==> src/rtl/reg_write_arbiter.sv <==
`default_nettype none
// ============================================================================
//  Module  : reg_write_arbiter
//  Purpose : Round-robin merge of two writeback sources (A = ALU, B = load)
//            onto the single registered write port of BancoRegistro, with a
//            one-entry holding register per source and an in-flight hazard
//            check. Optional macro ZERO_REG_LOCK_EN hardwires register 0.
//  Rev     : 1.0  initial release
// ============================================================================
module reg_write_arbiter #(
  parameter int BIT_ADDR = 5,
  parameter int BIT_DATO = 32
) (
  input  logic                clk,
  input  logic                rst,
  input  logic                a_valid,
  output logic                a_ready,
  input  logic [BIT_ADDR-1:0] a_addr,
  input  logic [BIT_DATO-1:0] a_dat,
  input  logic                b_valid,
  output logic                b_ready,
  input  logic [BIT_ADDR-1:0] b_addr,
  input  logic [BIT_DATO-1:0] b_dat,
  output logic [BIT_ADDR-1:0] addrW,
  output logic [BIT_DATO-1:0] datW,
  output logic                RegWrite,
  output logic                last_b,
  input  logic [BIT_ADDR-1:0] chkAddr,
  output logic                chkBusy
);

  logic                ha_v_q, hb_v_q;
  logic [BIT_ADDR-1:0] ha_addr_q, hb_addr_q;
  logic [BIT_DATO-1:0] ha_dat_q, hb_dat_q;
  logic                we_q, last_b_q;
  logic [BIT_ADDR-1:0] addrw_q;
  logic [BIT_DATO-1:0] datw_q;

  logic grant_a, grant_b;
  logic acc_a, acc_b;
  logic load_a, load_b;
  logic chk_ok;

  // last_b_q breaks the tie only when both holds are occupied.
  always_comb begin
    grant_a = ha_v_q & (~hb_v_q | last_b_q);
    grant_b = hb_v_q & (~ha_v_q | ~last_b_q);
  end

  assign a_ready = ~ha_v_q | grant_a;
  assign b_ready = ~hb_v_q | grant_b;
  assign acc_a   = a_valid & a_ready;
  assign acc_b   = b_valid & b_ready;

`ifdef ZERO_REG_LOCK_EN
  // Writes to r0 are handshaken and dropped, so they never reach the port.
  assign load_a = acc_a & (a_addr != '0);
  assign load_b = acc_b & (b_addr != '0);
  assign chk_ok = (chkAddr != '0);
`else
  assign load_a = acc_a;
  assign load_b = acc_b;
  assign chk_ok = 1'b1;
`endif

  always_ff @(posedge clk or negedge rst) begin
    if (!rst) begin
      ha_v_q    <= 1'b0;
      hb_v_q    <= 1'b0;
      ha_addr_q <= '0;
      hb_addr_q <= '0;
      ha_dat_q  <= '0;
      hb_dat_q  <= '0;
      we_q      <= 1'b0;
      addrw_q   <= '0;
      datw_q    <= '0;
      last_b_q  <= 1'b1;
    end else begin
      if (load_a) begin
        ha_v_q    <= 1'b1;
        ha_addr_q <= a_addr;
        ha_dat_q  <= a_dat;
      end else if (grant_a) begin
        ha_v_q    <= 1'b0;
      end

      if (load_b) begin
        hb_v_q    <= 1'b1;
        hb_addr_q <= b_addr;
        hb_dat_q  <= b_dat;
      end else if (grant_b) begin
        hb_v_q    <= 1'b0;
      end

      if (grant_a) begin
        we_q     <= 1'b1;
        addrw_q  <= ha_addr_q;
        datw_q   <= ha_dat_q;
        last_b_q <= 1'b0;
      end else if (grant_b) begin
        we_q     <= 1'b1;
        addrw_q  <= hb_addr_q;
        datw_q   <= hb_dat_q;
        last_b_q <= 1'b1;
      end else begin
        we_q     <= 1'b0;
      end
    end
  end

  assign RegWrite = we_q;
  assign addrW    = addrw_q;
  assign datW     = datw_q;
  assign last_b   = last_b_q;

  assign chkBusy = chk_ok & ((ha_v_q & (ha_addr_q == chkAddr)) |
                             (hb_v_q & (hb_addr_q == chkAddr)) |
                             (we_q   & (addrw_q   == chkAddr)));

endmodule
`default_nettype wire
==> config.mk <==
export PLATFORM = sky130hd
export DESIGN_NAME = reg_write_arbiter
export DESIGN_NICKNAME = d
export VERILOG_FILES = /design/src/rtl/reg_write_arbiter.sv
export SDC_FILE = /design/constraint.sdc
export NUM_CORES = 1
export LEC_CHECK = 0
export ABC_AREA = 1
export ABC_CLOCK_PERIOD_IN_PS = 2500
export CORE_ASPECT_RATIO = 0.5
export CORE_MARGIN = 5
export CORE_UTILIZATION = 53
export CTS_CLUSTER_DIAMETER = 200
export DETAILED_ROUTE_END_ITERATION = 8
export GPL_ROUTABILITY_DRIVEN = 0
export PLACE_DENSITY = 0.85
export SYNTH_ARGS = -nofsm -noshare
export SYNTH_HDL_FRONTEND = slang
export SYNTH_SLANG_ARGS = --single-unit
==> constraint.sdc <==
create_clock -name clk -period 2.5 [get_ports clk]
set_input_delay 0.5 -clock clk [delete_from_list [all_inputs] [get_ports clk]]
set_output_delay 0.5 -clock clk [all_outputs]
set_load 0.03 [all_outputs]
==> impl_metrics.env <==
export IMPL_post_route_period_util_pct=94.8
export IMPL_ios=125
export IMPL_p_sw_mw=3.52
export IMPL_status="complete, no violations"
export IMPL_cts_tree="built"
export IMPL_slew_headroom_pct=55.1
export IMPL_yosys_warnings=0
export IMPL_hpwl_um=8600
export IMPL_antenna_found_initial=0
export IMPL_grt_max_degree=76
export IMPL_synth_top_area_share_pct=56.4
export IMPL_start_util_pct=53.9
export IMPL_pwr_share_clk_pct=28.6
export IMPL_ys_ff_latch=115
export IMPL_leakage_nw=3.36
export IMPL_grt_pass1_wl_um=22600
export IMPL_yosys_top_cells_count="nand2_1, dfrtp_1, nor2_1"
export IMPL_finalSetupViolCount=0
export IMPL_synth_cell_area_mm2=0.00505
export IMPL_final_area_mm2=0.00698
export IMPL_cts_clk_slew_worst_paths_ps=60
export IMPL_num_antenna_cells=0
export IMPL_synth_edff_count=0
export IMPL_synth_ff_type="dfrtp_1"
export IMPL_seq_power_share_pct=33.0
export IMPL_core_region_area_mm2=0.00938
export IMPL_root_buffer="clkbuf_16"
export IMPL_r2r_cells=6
export IMPL_rsz0062_at_grt="false"
export IMPL_maxSlewViolCount=0
export IMPL_startpoint_type="register"
export IMPL_synth_mux_area_share_pct=0
export IMPL_die_y_um=79.1
export IMPL_ys_types=19
export IMPL_ant_nets=0
export IMPL_cts_num_sinks=115
export IMPL_cts_path_max_buffers=2
export IMPL_synthAdderAreaFrac_pct=0
export IMPL_synth_top_family_by_area="simple AND/OR/NAND/NOR gates"
export IMPL_cts_hold_buf=0
export IMPL_synth_compound_area_share_pct=12.4
export IMPL_syn_to_final_growth_pct=38.2
export IMPL_hold_viol=0
export IMPL_synth_top_cell_by_area="dfrtp_1"
export IMPL_async_flop_share_pct=100
export IMPL_detail_route_drc_violations=0
export IMPL_vias=4486
export IMPL_post_cts_repair_setup_buffers=0
export IMPL_synth_xor_area_share_pct=0
export IMPL_fin_skew_ps=6.22
export IMPL_p_per_area_mw_per_mm2=1290
export IMPL_drive_gt1_share_pct=8.87
export IMPL_synthSimpleGateAreaFrac_pct=22.5
export IMPL_seq_area_frac_synth_pct=57.0
export IMPL_wire_per_inst_um=16.0
export IMPL_tightestPinTransition_ps=674
export IMPL_gr_usage_all_layers_pct=24.5
export IMPL_hp_class="primary input to async pin"
export IMPL_crit_arrival_ps=1870
export IMPL_synth_most_common_cell="nand2_1"
export IMPL_syn_nets=683
export IMPL_max_cap_violations=0
export IMPL_fmax_mhz=422
export IMPL_gr_total_overflow=0
export IMPL_cts_buffers=17
export IMPL_ys_top_cells_by_area="dfrtp_1, nand2_1, nor2_1"
export IMPL_synth_area_per_cell_um2=8.42
export IMPL_synth_cells=600
export IMPL_vias_per_cell=5.25
export IMPL_critPathRequiredTime_ps=2000
export IMPL_pwr_share_comb_pct=38.4
export IMPL_dr_pass1_iters=5
export IMPL_layout_nets=803
export IMPL_grt_pass1_vias=4579
export IMPL_die_x_um=148
export IMPL_tns_ps=0
export IMPL_io_buffer_count=124
export IMPL_placed_area_mm2=0.00635
export IMPL_cp_max_fo=4
export IMPL_htree_levels=4
export IMPL_p_int_mw=5.49
export IMPL_std_cell_rows=25
export IMPL_first_iter_violations=402
export IMPL_swShare_pct=39.0
export IMPL_die_area_mm2=0.0117
export IMPL_wl_um=13700
export IMPL_crit_path_end_kind="output port"
export IMPL_clk_latency_ps=410
export IMPL_post_cts_resized=0
export IMPL_setup_worst_path_class="register to output port"
export IMPL_ir_drop_v=0.000862
export IMPL_fillCellCount=672
export IMPL_period_needed_ps=2370
flip-flops by register name (all words and copies together) (netlist names):
signal / cells
addrW: 5
hb_addr_q: 5
RegWrite: 1
datW: 32
hb_v_q: 1
ha_addr_q: 5
last_b: 1
hb_dat_q: 32
ha_dat_q: 32
ha_v_q: 1
worst paths after layout:
kind | from | endpoint | slack [ps]
max in group asynchronous | rst | RegWrite | 1740
worst min-delay path | rst | hb_dat_q[18] | 130
min in group clk | ha_dat_q[6] | ha_dat_q[6] | 470
worst max register to register | last_b | datW[3] | 660
worst max-delay path | last_b | a_ready | 130
worst min register to register | ha_dat_q[6] | ha_dat_q[6] | 470
power by group through the flow:
| stage | combinational [mW] | clock, mW | sequential (mW) |
|---|---|---|---|
| 2_1_floorplan | 1.54 | 0 | 3.54 |
| 6_report | 3.46 | 2.58 | 2.97 |
| 5_1_grt | 3.75 | 2.70 | 3.06 |
| 4_1_cts | 3.47 | 2.59 | 2.97 |
| 3_5_place_dp | 3.41 | 0 | 2.98 |
| 3_3_place_gp | 3.32 | 0 | 2.96 |
placed cells by master, fill, tap and decap left out, types with 3 or more instances in the layout:
cell             instances
nand2_1                154
clkdlybuf4s50_1        122
dfrtp_1                114
nor2_1                  85
a21oi_1                 61
inv_1                   52
o21ai_0                 40
nand3_1                 37
clkbuf_16               17
a21oi_2                 12
buf_4                    7
nand2_2                  4
clkinv_4                 4
bufinv_16                4
clkinvlp_4               4
buf_12                   4
o21ai_1                  3
per-stage QoR:
| stage | worst slack [ps] | std cells | utilization, % | hold WS, ps | power (mW) |
|---|---|---|---|---|---|
| finish | 129 | 854 | 74.4 | 126 | 9.01 |
| global route | 83.5 | 854 | 74.4 | 175 | 9.51 |
| CTS | 129 | 854 | 74.4 | 154 | 9.03 |
| detailed placement | 327 | 822 | 67.7 | 458 | 6.39 |
| global placement | 369 | 822 | 67.7 | 454 | 6.27 |
| floorplan | 865 | 600 | - | 204 | 5.08 |
worst max-delay path, stage by stage, from the launching register on:
cell	delay, ps
dfstp_2	550
inv_1	80
nand3_2	140
clkdlybuf4s50_1	700
cell families (layout without fill, tap and decap cells):
family | after synthesis | count (layout)
simple gates | 283 | 283
compound gates | 116 | 116
flops | 115 | 115
buf+inv | 86 | 219
area by class of cell:
class / instances / area, µm² / share of cell area, %
inverters: 54 / 203 / 2.90
multi-input cells: 399 / 1760 / 25.3
clock inverters: 15 / 208 / 2.97
flip-flops and latches: 115 / 2880 / 41.2
clock buffers: 17 / 425 / 6.09
well taps: 121 / 151 / 2.17
repair buffers: 133 / 1350 / 19.4
routing by layer:
| layer | share of wire (%) | GRT usage, % | vias up |
|---|---|---|---|
| met1 | 42 | 31.2 | 2148 |
| met5 | 0 | 0 | - |
| met2 | 49 | 41.0 | 172 |
| met4 | 1.9 | 7.93 | 0 |
| met3 | 6.8 | 6.96 | 26 |
| li1 | - | - | 2140 |
Power figures use the tool's default switching activity.
